<file path="config.mk">
export PLATFORM = sky130hd
export DESIGN_NAME = instr_sequencer
export DESIGN_NICKNAME = d
export VERILOG_FILES = /design/src/rtl/instr_sequencer_pkg.sv /design/src/rtl/instr_sequencer_store.sv /design/src/rtl/instr_sequencer.sv
export SDC_FILE = /design/constraint.sdc
export NUM_CORES = 1
export LEC_CHECK = 0
export ABC_AREA = 0
export CAP_MARGIN = 10
export CORE_ASPECT_RATIO = 1.4
export CORE_UTILIZATION = 45
export CTS_BUF_LIST = sky130_fd_sc_hd__clkbuf_4 sky130_fd_sc_hd__clkbuf_8 sky130_fd_sc_hd__clkbuf_16
export DETAILED_ROUTE_END_ITERATION = 8
export PLACE_DENSITY = 0.71
export SYNTH_ARGS = -nofsm -noshare
export SYNTH_HDL_FRONTEND = slang
export SYNTH_SLANG_ARGS = --single-unit
</file>
<file path="constraint.sdc">
create_clock -name clk -period 4.8 [get_ports clk]
set_input_delay 0.72 -clock clk [delete_from_list [all_inputs] [get_ports clk]]
set_output_delay 0.72 -clock clk [all_outputs]
set_load 0.05 [all_outputs]
</file>
<file path="src/rtl/instr_sequencer_pkg.sv">
// Shared definitions for the program sequencer and the processor control FSM:
// field widths, opcode constants and the sequencer state encoding.
package instr_sequencer_pkg;

    localparam int FUNC_W  = 4;
    localparam int DATA_W  = 3;
    localparam int INSTR_W = FUNC_W + 2 * DATA_W;

    localparam logic [FUNC_W-1:0] OP_HALT = 4'b0000;
    localparam logic [FUNC_W-1:0] OP_LOAD = 4'b0001;
    localparam logic [FUNC_W-1:0] OP_MOVE = 4'b0010;
    localparam logic [FUNC_W-1:0] OP_ADD  = 4'b0011;

    typedef enum logic [2:0] {
        ST_IDLE  = 3'd0,
        ST_FETCH = 3'd1,
        ST_ISSUE = 3'd2,
        ST_WAIT  = 3'd3,
        ST_HALT  = 3'd4
    } seq_state_e;

    // Opcode field of a packed {func, input1, input2} word.
    function automatic logic [FUNC_W-1:0] instr_func(input logic [INSTR_W-1:0] w);
        return w[INSTR_W-1 -: FUNC_W];
    endfunction

endpackage

</file>
<file path="src/rtl/instr_sequencer_store.sv">
// Instruction register file: one synchronous write port and one registered
// read port. The array itself is not reset, so contents survive rst_n.
module instr_store #(
    parameter int DEPTH = 8,
    parameter int W     = 10,
    parameter int AW    = $clog2(DEPTH)
) (
    input  logic          clk,
    input  logic          rst_n,
    input  logic          we_i,
    input  logic [AW-1:0] wr_addr_i,
    input  logic [W-1:0]  wr_data_i,
    input  logic [AW-1:0] rd_addr_i,
    output logic [W-1:0]  rd_data_o
);

    logic [W-1:0] mem_q [DEPTH];
    logic [W-1:0] rd_data_q;

    // Storage array write port
    always_ff @(posedge clk) begin
        if (we_i) begin
            mem_q[wr_addr_i] <= wr_data_i;
        end
    end

    // Registered read; a same-edge write to the same slot returns the old word
    always_ff @(posedge clk or negedge rst_n) begin
        if (!rst_n) begin
            rd_data_q <= {W{1'b0}};
        end else begin
            rd_data_q <= mem_q[rd_addr_i];
        end
    end

    assign rd_data_o = rd_data_q;

endmodule

</file>
<file path="src/rtl/instr_sequencer.sv">
// Program sequencer: steps a pc through the instruction store and hands one
// {func, input1, input2} word at a time to the control FSM, waiting for done.
module instr_sequencer
    import instr_sequencer_pkg::*;
#(
    parameter int                DEPTH   = 8,
    parameter int                FUNC_W  = instr_sequencer_pkg::FUNC_W,
    parameter int                DATA_W  = instr_sequencer_pkg::DATA_W,
    parameter logic [FUNC_W-1:0] HALT_OP = OP_HALT,
    parameter int                AW      = $clog2(DEPTH),
    parameter int                IW      = FUNC_W + 2 * DATA_W
) (
    input  logic              clk,
    input  logic              rst_n,
    input  logic              load_en,
    input  logic [AW-1:0]     load_addr,
    input  logic [IW-1:0]     load_instr,
    input  logic              start,
    input  logic              done,
    output logic [FUNC_W-1:0] func,
    output logic [DATA_W-1:0] input1,
    output logic [DATA_W-1:0] input2,
    output logic              instr_valid,
    output logic              busy,
    output logic              halted,
    output logic [AW-1:0]     pc
);

    localparam logic [AW-1:0] PC_ZERO = {AW{1'b0}};
    localparam logic [AW-1:0] PC_LAST = AW'(DEPTH - 1);
    localparam logic [AW-1:0] PC_ONE  = AW'(1);

    seq_state_e        state_q, state_d;
    logic [AW-1:0]     pc_q, pc_d;
    logic [FUNC_W-1:0] func_q;
    logic [DATA_W-1:0] input1_q, input2_q;
    logic              instr_valid_q, busy_q, halted_q;
    logic              load_out_s;
    logic              store_we_s;
    logic [IW-1:0]     rd_data_s;

    assign store_we_s = load_en && ((state_q == ST_IDLE) || (state_q == ST_HALT));

    // The read address follows pc_d so the word for pc is ready during FETCH.
    instr_store #(
        .DEPTH (DEPTH),
        .W     (IW),
        .AW    (AW)
    ) u_store (
        .clk       (clk),
        .rst_n     (rst_n),
        .we_i      (store_we_s),
        .wr_addr_i (load_addr),
        .wr_data_i (load_instr),
        .rd_addr_i (pc_d),
        .rd_data_o (rd_data_s)
    );

    // Next-state, next-pc and output-load decision
    always_comb begin
        state_d    = state_q;
        pc_d       = pc_q;
        load_out_s = 1'b0;
        case (state_q)
            ST_IDLE, ST_HALT: begin
                if (start) begin
                    state_d = ST_FETCH;
                    pc_d    = PC_ZERO;
                end else begin
                    state_d = state_q;
                end
            end
            ST_FETCH: begin
                if (rd_data_s[IW-1 -: FUNC_W] == HALT_OP) begin
                    state_d = ST_HALT;
                end else begin
                    state_d    = ST_ISSUE;
                    load_out_s = 1'b1;
                end
            end
            ST_ISSUE, ST_WAIT: begin
                if (!done) begin
                    state_d = ST_WAIT;
                end else if (pc_q == PC_LAST) begin
                    state_d = ST_HALT;
                end else begin
                    state_d = ST_FETCH;
                    pc_d    = pc_q + PC_ONE;
                end
            end
            default: begin
                state_d = ST_IDLE;
                pc_d    = PC_ZERO;
            end
        endcase
    end

    // State, pc and registered outputs
    always_ff @(posedge clk or negedge rst_n) begin
        if (!rst_n) begin
            state_q       <= ST_IDLE;
            pc_q          <= PC_ZERO;
            func_q        <= {FUNC_W{1'b0}};
            input1_q      <= {DATA_W{1'b0}};
            input2_q      <= {DATA_W{1'b0}};
            instr_valid_q <= 1'b0;
            busy_q        <= 1'b0;
            halted_q      <= 1'b0;
        end else begin
            state_q <= state_d;
            pc_q    <= pc_d;
            if (load_out_s) begin
                func_q   <= rd_data_s[IW-1 -: FUNC_W];
                input1_q <= rd_data_s[2*DATA_W-1 -: DATA_W];
                input2_q <= rd_data_s[DATA_W-1:0];
            end
            instr_valid_q <= (state_d == ST_ISSUE);
            busy_q        <= (state_d == ST_FETCH) || (state_d == ST_ISSUE) ||
                             (state_d == ST_WAIT);
            halted_q      <= (state_d == ST_HALT);
        end
    end

    assign func        = func_q;
    assign input1      = input1_q;
    assign input2      = input2_q;
    assign instr_valid = instr_valid_q;
    assign busy        = busy_q;
    assign halted      = halted_q;
    assign pc          = pc_q;

endmodule

</file>
Word level (Yosys, flattened, before mapping)
Memories as Yosys holds them, arrays and structs flattened. A register that Yosys moved wholly into a read port is not among the register bits.
Index checks and enable logic that the tools add are counted.
Cells by class
  add/sub/neg operators: 1
  multiply operators: 0
  div/mod/pow operators: 0
  $lt $le $gt $ge: 0
  equal/unequal tests: 9
  shift operators: 0
  mux-type cells: 13
  bitwise operators: 0
  reduce and logical (&&, ||, !) cells: 9
Operators by type and width (count)
  $mux W3: 7
  $pmux W3 S3: 2
  $eq A3 B2 Y1 const B: 4
  $eq A3 B3 Y1 const B: 3
  $eq A3 B1 Y1 const B: 2
  $logic_not A4 Y1: 1
  $mux W1: 4
  $reduce_or A2 Y1: 2
  $add A3 B1 Y3 const B: 1
  $logic_not A3 Y1: 1
  $logic_or A1 B1 Y1: 3
  $logic_and A1 B1 Y1: 1
  $logic_not A1 Y1: 1
Word-level totals
  bits in registers: 19
  latch bits: 0
  bits in writable memories: 80
  bits in read-only memories: 0
  input bits: 18
  output and inout bits: 16
  memories: 1
Memory list
  u_store.mem_q: words 8, width 10, read ports 1, clocked after memory_dff 1, write ports 1, RTL line instr_sequencer_store.sv:17  | logic [W-1:0] mem_q [DEPTH];

Longest topological paths before layout
Gate-level depths: netlist (run 1).
  word-level depth: 7
  mapped depth: 9

Modules after synthesis
From an unflattened synthesis (run 1), not the netlist that was laid out.
Unflattened totals
  cell total of the unflattened synthesis: 197
  area total of the unflattened synthesis: 4179.0 sq um
By module, submodules not included
  instr_store: times used 1, cells an instance 138, area each 3383.2 sq um, seq. area each 2652.5 sq um
  instr_sequencer: times used 1, cells an instance 59, area each 795.8 sq um, seq. area each 475.5 sq um

Least setup slack after synthesis (run 1)
No wires, ideal clock.
  path type: reg-to-reg
  start point: reg pc_q[0], in the netlist pc[0]
  end point: reg u_store.rd_data_q[8], in the netlist u_store.rd_data_o[8], read port of u_store.mem_q
  setup time: 0.117 ns
  arrival: 2.211 ns
  required time: 4.683 ns
  slack: 2.472 ns
  cell stages (with the launch flop): 8
  period minus slack after synthesis: 2.328 ns
  cell sequence: dfrtp_1 -> ha_1 -> a21boi_2 -> mux2i_1 -> o21ai_2 -> mux4_1 -> nand2_1 -> nand2_1
On the way
  longest elaborated chain between the ends: 4
  elaborated cells on any way between the ends: 6
RTL lines
  start, declared: RTL line instr_sequencer.sv:34  | logic [AW-1:0] pc_q, pc_d;
  start signal, assigned: RTL line instr_sequencer.sv:111  | pc_q <= pc_d;
  $add A3 B1 Y3 or $eq A3 B3 Y1 (tied branches): RTL line instr_sequencer.sv:88, instr_sequencer.sv:84
  $mux W3 (*): RTL line instr_sequencer.sv:84  | end else if (pc_q == PC_LAST) begin
  $mux W3 (*): RTL line instr_sequencer.sv:82  | if (!done) begin
  $pmux W3 S3 (*): RTL line instr_sequencer.sv:64  | case (state_q)
  via pc_d[1]: RTL line instr_sequencer.sv:34
  end, declared: RTL line instr_sequencer_store.sv:18  | logic [W-1:0] rd_data_q;
The timed path passes the listed nets; every way through them passes the cells marked *.
A chain may end at the register's enable or synchronous reset.

Worst setup path in the final report (run 1)
  start point: in start
  end point: reg u_store.rd_data_q[0], in the netlist u_store.rd_data_o[0], read port of u_store.mem_q
On the way
  longest elaborated chain between the ends: 2
RTL lines
  start, declared: RTL line instr_sequencer.sv:18  | input logic start,
  $mux W3: RTL line instr_sequencer.sv:66  | if (start) begin
  $pmux W3 S3: RTL line instr_sequencer.sv:64
Every way passes these cells.

==> impl_results.md, run 1 <==
- Status: finished clean
- Max Cap Viol: 0
- Syn Area/Cell: 16.62 µm²
- Register area: 3128 µm²
- Synth Flop Type: edfxtp_1
- Post-route setup TNS: 0 ns
- Psw: 1.034 mW
- RSZ-0062 raised after global routing: false
- Hold depth: 2
- Crit path kind: primary input to flop
- Placed Instances: 388
- Worst hold slack: 0.4415 ns
- Clock slew at reported path FFs: 0.07 ns
- Die span in y: 116.4 µm
- Post-synth EDFFs: 80
- Design area: 4943 µm²
- Power, Total: 3.041 mW
- Commonest non-fill, non-tap cell in the layout: edfxtp_1
- Share of the synthesized area in the top cell type: 57.14%
- Largest net degree at the start of global routing: 40
- Fin nets: 311
- H-tree Lvls: 3
- Final Max Slew Viols: 0
- Post_cts resized: 0
- Final setup fails: 0
- Post-route ant nets: 0
- Peak VDD IR: 0.4464 mV
- Worst-skew pair later-pin latency: 0.34 ns
- Period minus WS final: 2.772 ns
- Die width: 83.69 µm
- Antenna Cells: 0
- CP peak stage delay: 0.50 ns
- Final period utilization: 57.75%
- Most frequent cells in the layout: edfxtp_1, clkdlybuf4s50_1, dfrtp_1, nand2_1, mux2i_1
- Hold buffer count at cts: 0
- Wire per inst: 18.10 µm
- WL final: 7312 µm
- Final hold vios: 0
- Least-Margin Pin Slew: 1.203 ns
- Mapped cell area: 4204 µm²
- WHS Endpoint: input2[2]
- CTS tree: built
- Flop pwr share: 40.7%
- Vias/cell: 5.498
- Total track usage: 16.28%
- Max clock buf depth: 2
- Setup Skew: 0.006346 ns
- Total gr overflow: 0
- CP arrival: 2.94 ns
- Dominant cell type by area after synthesis: edfxtp_1
- Logic pwr share: 35.5%
- Routed vias: 2221
- Synthesized net count: 272
- Sw frac: 34.01%
- Synth Instances: 253
- Leak: 1.755 nW
- DR iter-0 viols: 150
- Clk root buf: clkbuf_16
- R2R Setup Slk: 2.26 ns
- Placer congestion estimate: 0.7750
- PD cells: 615.2 nW/µm²
- Vias in the first global route: 2280
- Post-place setup slack: 1.691 ns
- Initial antenna violation count: 0
- Min-Delay Path Class: flop to flop
- Initial core utilization: 46.56%
- Critical path capture point type: flop
- Layout cells sized above 1: 15.49%
- Yosys Warn Count: 0
- Post-synth cell types: 36
- Relative slew slack: 19.53%
- Clk sink count: 109
- Setup WS post-layout: 2.028 ns
- Startpoint Class: primary input
- P_int: 2.007 mW
- Crit path required time: 4.97 ns
- R2R depth: 8
- Yosys reg bits: 109
- Multi-input logic area: 1010 µm²
- Placed Area: 4639 µm²
- Worst r2r dst: u_store.rd_data_o[0]
- Max Clk Rate: 0.3608 GHz
- Std-Cell Rows: 41
- Fill cells: 709
- IO Pins: 34
- Final core area utilization: 54.75%
- Count of input and output buffers: 33
- Core region area: 9029 µm²
- DRC Markers: 0
- First-pass GRT wire length: 11340 µm
- Detailed-router iteration count before antenna repair: 4
- Ys async rst share: 26.61%
- CP max FO: 39
- Post-DP HPWL: 4686 µm
- Layout Cells excl Fill: 404
- Synthesis-to-finish area growth: 17.59%
- CTS Buf Count: 9
- Setup repair bufs after CTS: 0
- Slowest cell on the critical path: buf_4
- CP Cell Sequence: clkdlybuf4s50_1, nor3_1, nand2_1, o211ai_4, buf_4, mux2_2, o22ai_1, a221oi_1
- Synth top area cells: edfxtp_1, dfrtp_1, mux2i_1
- Die area: 9739 µm²
- Min-delay src: u_store.rd_data_o[2]
- Clk network pwr share: 23.8%
- RR Startpoint: pc[0]
- Sequential element share of the synthesized area: 74.40%
-- metal layers --
| layer | wire length [µm] | GRT usage, % |
|---|---|---|
| met4 | 221 | 12.54 |
| met2 | 3768 | 27.70 |
| met3 | 297 | 4.170 |
| met5 | 0 | 0 |
| met1 | 3025 | 17.51 |
-- layout make-up --
type	count	share of cell area, %
clock buffer	14	5.821
clock inverter	2	0.3290
inverter	2	0.1519
multi-input combinational	133	20.43
sequential	109	63.28
tap	107	2.708
timing repair buffer	37	7.289
-- flip-flops by register name, indices dropped and copies added, names as in the netlist --
register           count
state_q                3
instr_valid            1
func                   4
input2                 3
u_store.rd_data_o     10
pc                     3
halted                 1
u_store.mem_q         80
input1                 3
busy                   1
-- worst max-delay path, delay by kind of cell --
family	cells	cell delay, ns
buf+inv	2	0.94
mux	1	0.41
simple gates	2	0.52
compound gates	3	0.33
-- worst max-delay path by stage --
stage | slack [ns] | startpoint | cells after the start | endpoint
after global routing | 1.88 | start | 8 | u_store.rd_data_o[0]
after CTS | 2.05 | start | 8 | u_store.rd_data_o[3]
final | 2.03 | start | 8 | u_store.rd_data_o[0]
after detailed placement | 1.69 | start | 8 | u_store.rd_data_o[5]
after global placement | 1.70 | start | 8 | u_store.rd_data_o[3]
after floorplan | 2.47 | pc[0] | 7 | u_store.rd_data_o[8]
-- logic make-up (layout without fill, tap and decap cells) --
family | after synthesis | after routing | synth area share, %
flip-flops | 109 | 109 | 74.40
AND/OR/NAND/NOR | 56 | 56 | 5.893
multiplexers | 45 | 45 | 12.05
AO/OA/AOI/OAI | 30 | 30 | 5.357
buffers and inverters | 11 | 55 | 1.786
adder cells (fa/ha/maj) | 1 | 1 | 0.2976
XOR/XNOR | 1 | 1 | 0.2084
-- cells in the mapped netlist, types with 2 or more instances --
library cell,instances
nor3_1,3
a221oi_1,8
dfrtp_1,29
mux2i_1,21
o22ai_1,8
nand3b_1,2
nand3_1,3
nand2_1,28
clkbuf_1,2
buf_2,3
mux2_1,4
nand2b_1,4
o21ai_1,6
buf_6,2
nor2_1,11
a21oi_1,2
inv_2,2
mux2_2,18
edfxtp_1,80
-- power by group through the flow --
stage | Combinational (mW) | Sequential (mW) | Clock [mW]
after floorplan | 0.648 | 1.44 | 0
after global placement | 1.07 | 1.25 | 0
after detailed placement | 1.09 | 1.26 | 0
after CTS | 1.09 | 1.24 | 0.734
after global routing | 1.16 | 1.25 | 0.769
final | 1.08 | 1.24 | 0.724
(Power assumes the default switching activity.)
==> run 2, diff against run 1 <==
- PLACE_DENSITY: 0.71 -> 0.74
- clock period: 4.8 -> 2.38 ns (I/O delays scaled with it)
==> run 2 against run 1 <==
- die area is the same
- critical path depth unchanged
- sequential power rose by 100%
- hold slack worse by 0.028 ns
- routed wire length grew 0.67%
- via count increased by 1.7%
- sequential cell count did not move
- worst setup slack got worse by 1.9 ns
==> impl_results.md, run 2 (synthesis results as in run 1) <==
- Status: finished clean
- Vias/cell: 5.391
- Post-place setup slack: -0.008722 ns
- CP peak stage delay: 0.44 ns
- Detailed-router iteration count before antenna repair: 4
- Clk root buf: clkbuf_16
- CTS Buf Count: 9
- Layout Cells excl Fill: 419
- Std-Cell Rows: 41
- Final Max Slew Viols: 0
- H-tree Lvls: 3
- CP arrival: 2.46 ns
- Layout cells sized above 1: 19.55%
- Die area: 9739 µm²
- Post-route setup TNS: 0 ns
- Clk sink count: 109
- Power, Total: 6.359 mW
- Wire per inst: 17.57 µm
- Die width: 83.69 µm
- Peak VDD IR: 0.8651 mV
- Clock slew at reported path FFs: 0.07 ns
- Largest net degree at the start of global routing: 34
- Setup WS post-layout: 0.1349 ns
- Crit path required time: 2.59 ns
- Fill cells: 689
- CP Cell Sequence: ha_1, a21boi_2, xnor2_1, o211ai_4, buf_12, mux2_2, o22ai_1, a221oi_2
- Register area: 3128 µm²
- DRC Markers: 0
- Period minus WS final: 2.245 ns
- Total gr overflow: 0
- Fin nets: 326
- IO Pins: 34
- Placer congestion estimate: 0.7969
- Relative slew slack: 66.86%
- P_int: 4.248 mW
- Leak: 1.854 nW
- Total track usage: 16.41%
- Routed vias: 2259
- Logic pwr share: 37.0%
- Synthesis-to-finish area growth: 21.22%
- PD cells: 1248 nW/µm²
- Setup repair bufs after CTS: 0
- Least-Margin Pin Slew: 0.4956 ns
- Worst r2r dst: u_store.rd_data_o[9]
- Startpoint Class: flop
- R2R Setup Slk: 0.13 ns
- Biggest register: u_store.mem_q
- Multi-input logic area: 1010 µm²
- RSZ-0062 raised after global routing: false
- Vias in the first global route: 2204
- Initial core utilization: 46.56%
- Critical path capture point type: flop
- Min-Delay Path Class: primary input to async pin
- Antenna Cells: 0
- CP max FO: 33
- Placed Instances: 403
- Count of input and output buffers: 33
- Max Cap Viol: 0
- Hold buffer count at cts: 0
- CTS tree: built
- Max Clk Rate: 0.4454 GHz
- RR Startpoint: pc[0]
- First-pass GRT wire length: 11470 µm
- Final setup fails: 0
- Psw: 2.111 mW
- Initial antenna violation count: 0
- R2R depth: 8
- Final hold vios: 0
- Worst-skew pair later-pin latency: 0.34 ns
- Commonest non-fill, non-tap cell in the layout: edfxtp_1
- Post_cts resized: 0
- Max clock buf depth: 2
- Most frequent cells in the layout: edfxtp_1, clkdlybuf4s50_1, dfrtp_1, nand2_1, mux2i_1
- Sw frac: 33.20%
- Max reg flops: 80
- DR iter-0 viols: 155
- Setup Skew: 0.004240 ns
- Clk network pwr share: 23.7%
- Flop pwr share: 39.2%
- Crit path kind: flop to flop
- WL final: 7361 µm
- Core region area: 9029 µm²
- Die span in y: 116.4 µm
- Post-DP HPWL: 4654 µm
- Post-route ant nets: 0
- Slowest cell on the critical path: dfrtp_1
- Final period utilization: 94.33%
-- run 2: worst max path at each step --
stage	to	cells after the start	slack [ns]	from
6_report	u_store.rd_data_o[9]	8	0.13	pc[0]
5_1_grt	u_store.rd_data_o[3]	8	0.02	pc[0]
4_1_cts	u_store.rd_data_o[9]	8	0.13	pc[0]
3_5_place_dp	u_store.rd_data_o[9]	8	-0.009	done
3_3_place_gp	u_store.rd_data_o[6]	8	0.05	done
2_1_floorplan	u_store.rd_data_o[8]	7	0.05	pc[0]
-- run 2: critical path: cells and delay by family, from the launching register on --
family | cells | cell delay [ns]
AO/OA/AOI/OAI | 4 | 0.66
XOR/XNOR | 1 | 0.12
adder cells (fa/ha/maj) | 1 | 0.27
buffers and inverters | 1 | 0.24
flip-flops | 1 | 0.44
multiplexers | 1 | 0.37
-- run 2: metal layers --
metal / share of wire, % / up-vias / global-route usage (%)
met5: 0 / - / 0
met4: 3.3 / 0 / 10.85
met3: 3.7 / 15 / 3.887
met2: 52 / 56 / 28.29
met1: 41 / 1111 / 18.32
li1: - / 1077 / -
-- run 2: metrics by stage --
step,area (µm²),hold slack (ns),util [%]
2_1_floorplan,4204,0.06141,-
3_3_place_gp,4777,0.4296,52.91
3_5_place_dp,4777,0.4354,52.91
4_1_cts,5096,0.4070,56.44
5_1_grt,5096,0.4532,56.44
6_report,5096,0.4139,56.44
-- run 2: power groups by stage --
stage / logic (mW) / registers [mW] / clock network [mW]
floorplan: 1.31 / 2.90 / 0
global placement: 2.32 / 2.53 / 0
detailed placement: 2.37 / 2.54 / 0
CTS: 2.38 / 2.50 / 1.55
global route: 2.54 / 2.53 / 1.61
finish: 2.35 / 2.50 / 1.51
-- run 2: layout make-up --
class                   count  share of cell area, %
multi-input cells         133                  19.81
clock inverters             3                 0.4419
well taps                 107                  2.627
flip-flops and latches    109                  61.38
inverters                   2                 0.1473
clock buffers              13                  5.819
repair buffers             52                  9.772
==> run 3, diff against run 2 <==
- CELL_PAD_IN_SITES_DETAIL_PLACEMENT: unset -> 0
- CELL_PAD_IN_SITES_GLOBAL_PLACEMENT: unset -> 1
- CORE_UTILIZATION: 45 -> 44
- PLACE_DENSITY: 0.74 -> 0.82
- REMOVE_ABC_BUFFERS: unset -> 1
==> run 3 against run 2 <==
- the flow now finishes with violations (design-rule violations)
- die area rose by 2.2%
- power is 0.17% lower
- fmax up 1.7%
- cell area barely moved
- routed wire length is the same
- register-to-register slack improved by 0.04 ns
- non-clock buffer count grew 3
- sequential power about the same
- sequential share of layout area barely moved
- critical endpoint unchanged
- largest cell class unchanged
- largest power group unchanged
==> impl_results.md, run 3 (synthesis results as in run 1) <==
- CP max FO: 25
- Final setup fails: 0
- Post-DP HPWL: 4957 µm
- PD cells: 1245 nW/µm²
- Die area: 9955 µm²
- IO Pins: 34
- Min-Delay Path Class: primary input to async pin
- RSZ-0062 raised after global routing: false
- Cell family with most CP delay: compound AO/OA/AOI/OAI gates
- CTS Buf Count: 9
- Clk sink count: 109
- Max reg flops: 80
- R2R depth: 8
- Startpoint Class: flop
- Fin nets: 329
- WL final: 7361 µm
- Max Cap Viol: 0
- Relative slew slack: 67.06%
- CP Cell Sequence: ha_1, a21boi_2, xnor2_1, o211ai_4, buf_12, mux2_2, o22ai_1, a221oi_2
- Wire per inst: 17.44 µm
- Power, Total: 6.348 mW
- Post-route ant nets: 0
- Design area: 5099 µm²
- Post-route setup TNS: 0 ns
- Total gr overflow: 0
- Max clock buf depth: 2
- CTS tree: built
- Clk root buf: clkbuf_16
- Placed Area: 4787 µm²
- H-tree Lvls: 3
- Period minus WS final: 2.207 ns
- Least-Margin Pin Slew: 0.4925 ns
- Failing checks: design-rule violations
- Initial core utilization: 46.04%
- CP arrival: 2.43 ns
- Vias in the first global route: 2331
- Status: complete, but fails checks
- Layout Cells excl Fill: 422
- Count of input and output buffers: 33
- Crit path required time: 2.60 ns
- Largest net degree at the start of global routing: 30
- Critical path capture point type: flop
- Clock slew at reported path FFs: 0.06 ns
- Setup repair bufs after CTS: 0
- Worst-skew pair later-pin latency: 0.35 ns
- Biggest register: u_store.mem_q
- Std-Cell Rows: 41
- Final Max Slew Viols: 0
- CP Depth: 8
- DR iter-0 viols: 170
- Post_cts resized: 0
- Total track usage: 16.12%
- Vias/cell: 5.334
- Slowest cell on the critical path: dfrtp_1
- Crit path kind: flop to flop
- Core region area: 9131 µm²
- Setup Skew: 0.008495 ns
- Synthesis-to-finish area growth: 21.28%
- Commonest non-fill, non-tap cell in the layout: edfxtp_1
- Hold buffer count at cts: 0
- Routed vias: 2251
- CP peak stage delay: 0.44 ns
- Die span in y: 117.7 µm
- Most frequent cells in the layout: edfxtp_1, clkdlybuf4s50_1, dfrtp_1, nand2_1
- Die width: 84.61 µm
- Antenna Cells: 0
- Detailed-router iteration count before antenna repair: 8
- Max Clk Rate: 0.4531 GHz
- Peak VDD IR: 0.5270 mV
- DRC Markers: 1
- First-pass GRT wire length: 11870 µm
- Final period utilization: 92.73%
- Leak: 1.861 nW
- Placer congestion estimate: 0.7622
- Initial antenna violation count: 0
- Placed Instances: 406
- Final hold vios: 0
- Layout cells sized above 1: 20.32%
- Buffer and inverter count on the worst path: 1
[run 3: layout make-up]
cell class	count	area, µm²
repair buffers	55	508.0
inverters	2	7.507
well taps	107	133.9
clock buffers	13	267.8
clock inverters	3	43.79
flip-flops and latches	109	3128
multi-input cells	133	1010
fillers	730	4033
[run 3: where the power goes]
| group | internal [mW] | switching [mW] |
|---|---|---|
| Combinational | 1.02 | 1.32 |
| Clock | 0.898 | 0.617 |
| Sequential | 2.33 | 0.161 |
[run 3: per-layer routing]
metal	up-vias	part of all wire [%]	GRT usage, %
li1	1079	-	-
met1	1095	42	19.21
met2	54	51	27.13
met3	23	3.4	3.226
met4	0	3.6	9.004
met5	-	0	0
[run 3: through the flow]
stage | hold slack (ns) | worst slack, ns | util (%)
global placement | 0.4198 | 0.06921 | 52.43
detailed placement | 0.4244 | 0.01145 | 52.43
floorplan | 0.06141 | -0.8896 | -
finish | 0.3987 | 0.1731 | 55.84
global route | 0.4534 | 0.04149 | 55.84
CTS | 0.4189 | 0.1507 | 55.84
[run 3: final timing paths]
kind	startpoint	to	slack [ns]
max	pc[0]	u_store.rd_data_o[9]	0.17
min	rst_n	state_q[2]	0.40
max reg2reg	pc[0]	u_store.rd_data_o[9]	0.17
min reg2reg	u_store.rd_data_o[4]	input1[1]	0.44
max in group asynchronous	rst_n	func[0]	1.70
min in group clk	u_store.rd_data_o[4]	input1[1]	0.44
